<file path="src/rtl/mipi_dsi_pkg.sv">
// Shared types, DSI data types, DCS opcodes and the panel init table
// for the DSI power-up sequencer.
package mipi_dsi_pkg;

  typedef enum logic [3:0] {
    ST_RST_LOW,
    ST_RST_WAIT,
    ST_CMD_LOAD,
    ST_CMD_SEND,
    ST_CMD_DELAY,
    ST_VIDEO_ON,
    ST_BL_WAIT,
    ST_RUN
  } state_e;

  localparam logic [5:0] DT_DCS_SW0 = 6'h05;
  localparam logic [5:0] DT_DCS_SW1 = 6'h15;

  localparam logic [7:0] SLPOUT = 8'h11;
  localparam logic [7:0] DISPON = 8'h29;
  localparam logic [7:0] COLMOD = 8'h3A;
  localparam logic [7:0] MADCTL = 8'h36;

  typedef struct packed {
    logic       has_param;
    logic [7:0] dcs;
    logic [7:0] param;
    logic [6:0] delay_ms;
  } init_entry_t;

  // Unlisted indices decode to a zero-delay NOP write.
  function automatic logic [23:0] init_entry(input logic [5:0] idx);
    case (idx)
      6'd0:    init_entry = {1'b1, COLMOD, 8'h77, 7'd0};
      6'd1:    init_entry = {1'b1, MADCTL, 8'h00, 7'd0};
      6'd2:    init_entry = {1'b0, SLPOUT, 8'h00, 7'd120};
      6'd3:    init_entry = {1'b0, DISPON, 8'h00, 7'd20};
      default: init_entry = {1'b0, 8'h00,  8'h00, 7'd0};
    endcase
  endfunction

endpackage

</file>
<file path="src/rtl/dsi_ms_timer.sv">
// Millisecond timer: tick prescaler plus ms counter. o_done is high in the
// last cycle of the target interval (or immediately for a zero target).
module dsi_ms_timer #(
  parameter int TICKS_PER_MS = 50000,
  parameter int MS_W         = 16
) (
  input  logic            sys_clk,
  input  logic            sys_rst_n,
  input  logic            i_clr,
  input  logic [MS_W-1:0] i_target,
  output logic            o_done
);

  localparam int TW = (TICKS_PER_MS > 1) ? $clog2(TICKS_PER_MS) : 1;

  logic [TW-1:0]   r_tick;
  logic [MS_W-1:0] r_ms;
  logic            w_ms_tick;

  assign w_ms_tick = (r_tick == TW'(TICKS_PER_MS - 1));
  assign o_done    = (i_target == '0) ||
                     (w_ms_tick && (r_ms == (i_target - MS_W'(1))));

  always_ff @(posedge sys_clk or negedge sys_rst_n) begin
    if (!sys_rst_n) begin
      r_tick <= '0;
      r_ms   <= '0;
    end else if (i_clr) begin
      r_tick <= '0;
      r_ms   <= '0;
    end else if (w_ms_tick) begin
      r_tick <= '0;
      r_ms   <= r_ms + MS_W'(1);
    end else begin
      r_tick <= r_tick + TW'(1);
    end
  end

endmodule

</file>
<file path="src/rtl/mipi_dsi_init_seq.sv">
// DSI panel power-up sequencer: panel reset, DCS init writes, video enable,
// backlight. Define MIPI_DSI_BL_PWM_EN for a PWM-dimmed backlight in RUN.
module mipi_dsi_init_seq
  import mipi_dsi_pkg::*;
#(
  parameter int TICKS_PER_MS  = 50000,
  parameter int RST_LOW_MS    = 10,
  parameter int RST_WAIT_MS   = 120,
  parameter int BL_DELAY_MS   = 20,
  parameter int CMD_NUM       = 8,
  parameter int CMD_TIMEOUT   = 4096
`ifdef MIPI_DSI_BL_PWM_EN
  ,parameter int BL_PWM_PERIOD = 1000
`endif
) (
  input  logic       sys_clk,
  input  logic       sys_rst_n,
  input  logic       reinit,
  output logic       mipi_dsi_rst_n,
  output logic       mipi_dsi_bl,
  output logic       cmd_valid,
  input  logic       cmd_ready,
  output logic [5:0] cmd_dt,
  output logic [7:0] cmd_data0,
  output logic [7:0] cmd_data1,
  output logic       video_en,
  output logic       init_done,
`ifdef MIPI_DSI_BL_PWM_EN
  input  logic [9:0] bl_duty,
`endif
  output logic       init_err
);

  localparam int MS_W = 16;
  localparam int TO_W = $clog2(CMD_TIMEOUT + 1);

  state_e          r_state;
  logic [5:0]      r_idx;
  logic [TO_W-1:0] r_to_cnt;
  logic [6:0]      r_delay;
  logic            r_rst_n, r_bl, r_valid, r_video, r_done, r_err;
  logic [5:0]      r_dt;
  logic [7:0]      r_d0, r_d1;

  init_entry_t     w_entry;
  logic            w_timed, w_tmr_clr, w_tmr_done;
  logic [MS_W-1:0] w_target;

  assign w_entry = init_entry(r_idx);

  always_comb begin
    w_timed  = 1'b1;
    w_target = '0;
    case (r_state)
      ST_RST_LOW:   w_target = MS_W'(RST_LOW_MS);
      ST_RST_WAIT:  w_target = MS_W'(RST_WAIT_MS);
      ST_CMD_DELAY: w_target = MS_W'(r_delay);
      ST_BL_WAIT:   w_target = MS_W'(BL_DELAY_MS);
      default:      w_timed  = 1'b0;
    endcase
  end

  // Holding the timer clear outside timed states, and on every exit from one,
  // guarantees each timed state starts from zero.
  assign w_tmr_clr = reinit | w_tmr_done | ~w_timed;

  dsi_ms_timer #(.TICKS_PER_MS(TICKS_PER_MS), .MS_W(MS_W)) u_timer (
    .sys_clk  (sys_clk),
    .sys_rst_n(sys_rst_n),
    .i_clr    (w_tmr_clr),
    .i_target (w_target),
    .o_done   (w_tmr_done)
  );

`ifdef MIPI_DSI_BL_PWM_EN
  localparam int PW = (BL_PWM_PERIOD > 1) ? $clog2(BL_PWM_PERIOD) : 1;
  logic [PW-1:0] r_pwm_cnt;
  logic [PW-1:0] w_pwm_nxt;
  assign w_pwm_nxt = (r_pwm_cnt == PW'(BL_PWM_PERIOD - 1)) ? '0 : r_pwm_cnt + PW'(1);

  always_ff @(posedge sys_clk or negedge sys_rst_n) begin
    if (!sys_rst_n)                r_pwm_cnt <= '0;
    else if (reinit)               r_pwm_cnt <= '0;
    else if (r_state == ST_RUN)    r_pwm_cnt <= w_pwm_nxt;
    else                           r_pwm_cnt <= '0;
  end
`endif

  always_ff @(posedge sys_clk or negedge sys_rst_n) begin
    if (!sys_rst_n) begin
      r_state <= ST_RST_LOW;
      r_idx   <= '0;
      r_to_cnt<= '0;
      r_delay <= '0;
      r_rst_n <= 1'b0;
      r_bl    <= 1'b0;
      r_valid <= 1'b0;
      r_dt    <= '0;
      r_d0    <= '0;
      r_d1    <= '0;
      r_video <= 1'b0;
      r_done  <= 1'b0;
      r_err   <= 1'b0;
    end else if (reinit) begin
      r_state <= ST_RST_LOW;
      r_idx   <= '0;
      r_to_cnt<= '0;
      r_delay <= '0;
      r_rst_n <= 1'b0;
      r_bl    <= 1'b0;
      r_valid <= 1'b0;
      r_dt    <= '0;
      r_d0    <= '0;
      r_d1    <= '0;
      r_video <= 1'b0;
      r_done  <= 1'b0;
      r_err   <= 1'b0;
    end else begin
      case (r_state)
        ST_RST_LOW: if (w_tmr_done) begin
          r_rst_n <= 1'b1;
          r_state <= ST_RST_WAIT;
        end
        ST_RST_WAIT: if (w_tmr_done) r_state <= ST_CMD_LOAD;
        ST_CMD_LOAD: begin
          r_dt     <= w_entry.has_param ? DT_DCS_SW1 : DT_DCS_SW0;
          r_d0     <= w_entry.dcs;
          r_d1     <= w_entry.has_param ? w_entry.param : 8'h00;
          r_delay  <= w_entry.delay_ms;
          r_to_cnt <= '0;
          r_valid  <= 1'b1;
          r_state  <= ST_CMD_SEND;
        end
        // Ready in the expiry cycle wins over the timeout.
        ST_CMD_SEND: begin
          if (cmd_ready) begin
            r_valid <= 1'b0;
            r_state <= ST_CMD_DELAY;
          end else if (r_to_cnt == TO_W'(CMD_TIMEOUT - 1)) begin
            r_valid <= 1'b0;
            r_err   <= 1'b1;
            r_state <= ST_CMD_DELAY;
          end else begin
            r_to_cnt <= r_to_cnt + TO_W'(1);
          end
        end
        ST_CMD_DELAY: if (w_tmr_done) begin
          if (r_idx == 6'(CMD_NUM - 1)) begin
            r_state <= ST_VIDEO_ON;
          end else begin
            r_idx   <= r_idx + 6'd1;
            r_state <= ST_CMD_LOAD;
          end
        end
        ST_VIDEO_ON: begin
          r_video <= 1'b1;
          r_state <= ST_BL_WAIT;
        end
        ST_BL_WAIT: if (w_tmr_done) begin
`ifdef MIPI_DSI_BL_PWM_EN
          r_bl    <= (bl_duty != 10'd0);
`else
          r_bl    <= 1'b1;
`endif
          r_done  <= 1'b1;
          r_state <= ST_RUN;
        end
        ST_RUN: begin
`ifdef MIPI_DSI_BL_PWM_EN
          r_bl <= (int'(w_pwm_nxt) < int'(bl_duty));
`endif
        end
        default: r_state <= ST_RST_LOW;
      endcase
    end
  end

  assign mipi_dsi_rst_n = r_rst_n;
  assign mipi_dsi_bl    = r_bl;
  assign cmd_valid      = r_valid;
  assign cmd_dt         = r_dt;
  assign cmd_data0      = r_d0;
  assign cmd_data1      = r_d1;
  assign video_en       = r_video;
  assign init_done      = r_done;
  assign init_err       = r_err;

endmodule

</file>
<file path="config.mk">
export PLATFORM = sky130hd
export DESIGN_NAME = mipi_dsi_init_seq
export DESIGN_NICKNAME = d
export VERILOG_FILES = /design/src/rtl/mipi_dsi_pkg.sv /design/src/rtl/dsi_ms_timer.sv /design/src/rtl/mipi_dsi_init_seq.sv
export SDC_FILE = /design/constraint.sdc
export NUM_CORES = 1
export LEC_CHECK = 0
export BUFFER_PORTS_ARGS = -buffer_cell sky130_fd_sc_hd__buf_2
export CORE_MARGIN = 10
export CORE_UTILIZATION = 35
export CTS_CLUSTER_SIZE = 8
export DETAILED_ROUTE_END_ITERATION = 8
export SLEW_MARGIN = 20
export SYNTH_ARGS = -nofsm -noshare
export SYNTH_HDL_FRONTEND = slang
export SYNTH_HIERARCHICAL = 1
export SYNTH_SLANG_ARGS = --single-unit
</file>
<file path="constraint.sdc">
create_clock -name sys_clk -period 4.7 [get_ports sys_clk]
set_input_delay 0.235 -clock sys_clk [delete_from_list [all_inputs] [get_ports sys_clk]]
set_output_delay 0.235 -clock sys_clk [all_outputs]
set_load 0.02 [all_outputs]
</file>
==> results.txt <==
The core region is 11,600 um^2. The tools report the combined area of all synthesized cells as 4200 um^2. The initial core utilization was 36.3%. The via count of the first global-routing pass came out at 3,345. For this block, the initial DRC count from the detailed router was 172. The clock passes through at most 2 buffers.

The analysis attributes to cell leakage a power of 2.14 nW. The most used flip-flop cell after synthesis is dfrtp_1. In the post-synthesis netlist, the biggest area contributors are dfrtp_1 41%, xor2_1 6.0%, nor2_1 5.5%, xnor2_1 4.2%, nand2_1 3.2%. The register bit total from synthesis came out at 69. STA puts the critical path data required time at 4910 ps. Wires add up to 8890 um.

Summed over all nets, wire length on met2 after detailed routing comes to 4100 um. The netlist uses 59 different library cells. The overall die height is 130 um, and the width of the chip is 130 um. The logs give 0 for the initial antenna violation count and 0 for the max-slew violation count. On the final layout, the worst clock skew is 7.07 ps. In this design, the stage delay of the slowest critical-path cell is 550 ps.

The total power was 1.37 mW. The first global-routing pass estimated 15,800 um of wire. Most area-hungry cell type in the Yosys netlist: dfrtp_1. In this run the tool buffered the top-level ports with 24 buffer cells.

Number of hold violations in the final report: 0. Cells fill 41.8% of the core in the end. Counting flops with a built-in enable in the synthesized netlist gives 0. The fraction of layout cells with a size suffix above 1 works out to 11.6%. Entering global routing, the biggest net connects 70 pins. Based on the critical path, the design can be clocked at up to 238 MHz. For the number of buffers added by the clock tree synthesis step, the log shows 9. The topmost layer with routed signal wires is met4. The aggregate global routing overflow came out at 0. STA classifies the critical path startpoint as a flop.

Once detailed placement completed, the half-perimeter wirelength came to 6380 um. The critical path contains buffers and inverters numbering 2 combined. For this design, the slowest cell found on the critical path is dfrtp_1. Worst IR drop on VDD: 0.120 mV. In this run the worst path has a maximum fanout of 14. The critical path is of the reg2reg type. The relative max-transition margin was 42.1%. The die outline area is 16,800 um^2.

After detailed routing, the number of vias per cell comes to 5.05. Counting flops with an async set or reset pin after synthesis yields a share of 100%. The buffers inserted during post-CTS setup optimization was 0.

The filler cells instantiated in the layout total 1,145. Compared with the post-synthesis result, the final layout area differs by 14.9%. The placement row count is 39. The later pin in the worst-skew pair is clocked with a latency of 330 ps. The root buffer cell chosen for the clock tree is clkbuf_16. In this run, post-CTS hold repair placed 0 buffers.

Across every metal layer, demand over resource in global routing totals 11.3%. After detailed routing, the number of remaining DRC violations is 0. Hold timing on the final database bottoms out at a slack of 102 ps. For the worst setup path, the data arrival time is 4420 ps. The number of nets still failing antenna checks after routing is 0, and the via count is 3,370.

The net count of the finished layout is 532. The library cell appearing most often on the critical path is inv_1. For the max-cap violation count, the log shows 0. The clock edge transition at the registers on the reported setup and hold paths came out at 60 ps. The ratio of total power to cell area was 284 nW/um^2; the area share of the largest cell type after synthesis was 41.1%. Final-layout setup total negative slack: 0 ps.

The commonest cells after synthesis are 69 x dfrtp_1, 62 x nor2_1, 36 x nand2_1. The tools report the sequential element share of the synthesized area as 41.1%. Among all cell types in the netlist, the one instantiated most often is dfrtp_1.

Setup repair after global routing left no endpoint under its margin. Registers take 1730 um^2. Setup violations remaining at the end of the flow were counted as 0. The tools report the global placement routability congestion as 0.823. The flow ran to the end, and the final reports show no timing, DRC or antenna violations. The maximum level of the CTS H-tree was 3; the met3 routed wirelength was 330 um.

In the synthesized netlist, the number of instances is 464. Grouping stages by cell kind, the critical path spends the most delay in simple AND/OR/NAND/NOR gates. In the final routing, the length of wire on met1 measures 4330 um.

Dividing the detail-routed wire length by the instance count gives 13.3 um. Traced cell by cell, the critical path runs through nor3_1 -> inv_1 -> ha_1 -> nor3b_2 -> and4_1 -> o32ai_1 -> a31oi_1 -> nor4_1 -> a22o_1 -> a2111oi_0 -> inv_1 -> a41o_1 -> nor3b_1 -> nand4_1 -> xor2_1 -> nor2_1. The minimum clock period after layout was 4210 ps; the slew of the pin with the lowest slew margin was 869 ps.

The tools report the element type at the critical path end as a flop. Each instance of the synthesized netlist takes up on average 9.06 um^2. The count of yosys warnings during synthesis is 6, and the first-pass iteration count of the detailed router is 4.

The share of the cycle needed by the critical path after routing came out at 89.5%. The multi-input combinational cell area is 2400 um^2. TritonCTS built the clock tree.

32 I/O pins were placed. The number of gates resized after CTS was 0. CTS saw 69 sinks.

The path category of the worst min-delay check was in2async. Total inserted antenna cells: 0.
## power by group
group          switching (mW)  total [mW]  internal, mW
Sequential            0.00284       0.601         0.598
Combinational          0.0720       0.104        0.0321
Clock                   0.244       0.667         0.423
Total                   0.319        1.37          1.05
## cells in the final DEF (no fill, tap or decap), types with 13 or more instances in the layout
master    n
nand3_1  22
nand4_1  14
conb_1   44
nand2_1  36
xnor2_1  20
xor2_1   29
nor2_1   62
dfrtp_1  69
inv_1    13
buf_2    24
a21oi_1  23
o21ai_0  13
## flip-flops by register name, indices dropped and copies added (netlist names)
name and cells:
r_to_cnt 13, u_timer/r_tick 16, init_err 1, u_timer/r_ms 16
cmd_data1 1, video_en 1, cmd_valid 1, mipi_dsi_rst_n 1
r_state 3, init_done 1, cmd_dt 1, r_idx 6
r_delay 3, cmd_data0 5
## routing by layer
layer  up-vias  track usage (%)
li1       1707                -
met1      1616             14.4
met2        36             18.1
met3        11             2.49
met4         0             4.56
met5         -                0
## kinds of logic (layout without fill, tap and decap cells)
logic type / after synthesis / in the layout / share of synthesized area (%)
fa+ha+maj: 9 / 9 / 2.68
flops: 69 / 69 / 41.1
other cells: 1 / 44 / 0.0892
xor+xnor: 49 / 49 / 10.2
mux: 3 / 3 / 0.715
buf+inv: 44 / 61 / 5.60
simple gates: 205 / 205 / 26.3
compound gates: 84 / 84 / 13.3
## stage by stage
step           instances  setup slack (ps)  area (um^2)
3_5_place_dp         651               556         4540
3_3_place_gp         651               793         4540
2_1_floorplan        507               600         4360
4_1_cts              667               511         4830
5_1_grt              667              25.4         4830
6_report             667               491         4830
## worst paths after layout
path	from	end	slack (ps)	cells after the start
max	r_state[1]	u_timer/r_ms[15]	490	16
min	sys_rst_n	u_timer/r_tick[8]	100	2
max reg2reg	r_state[1]	u_timer/r_ms[15]	490	16
min reg2reg	cmd_data0[3]	cmd_data0[3]	470	2
max in group asynchronous	sys_rst_n	r_idx[2]	4030	2
min in group sys_clk	cmd_ready	init_err	290	4
## cell type report
class                      instances  share of cell area (%)
inverter                          13                    1.01
clock buffer                      12                    5.10
multi-input combinational        394                    49.7
timing repair buffer              32                    3.73
clock inverter                     4                   0.984
sequential                        69                    35.7
tap                              143                    3.70
Power figures use the tool's default switching activity.
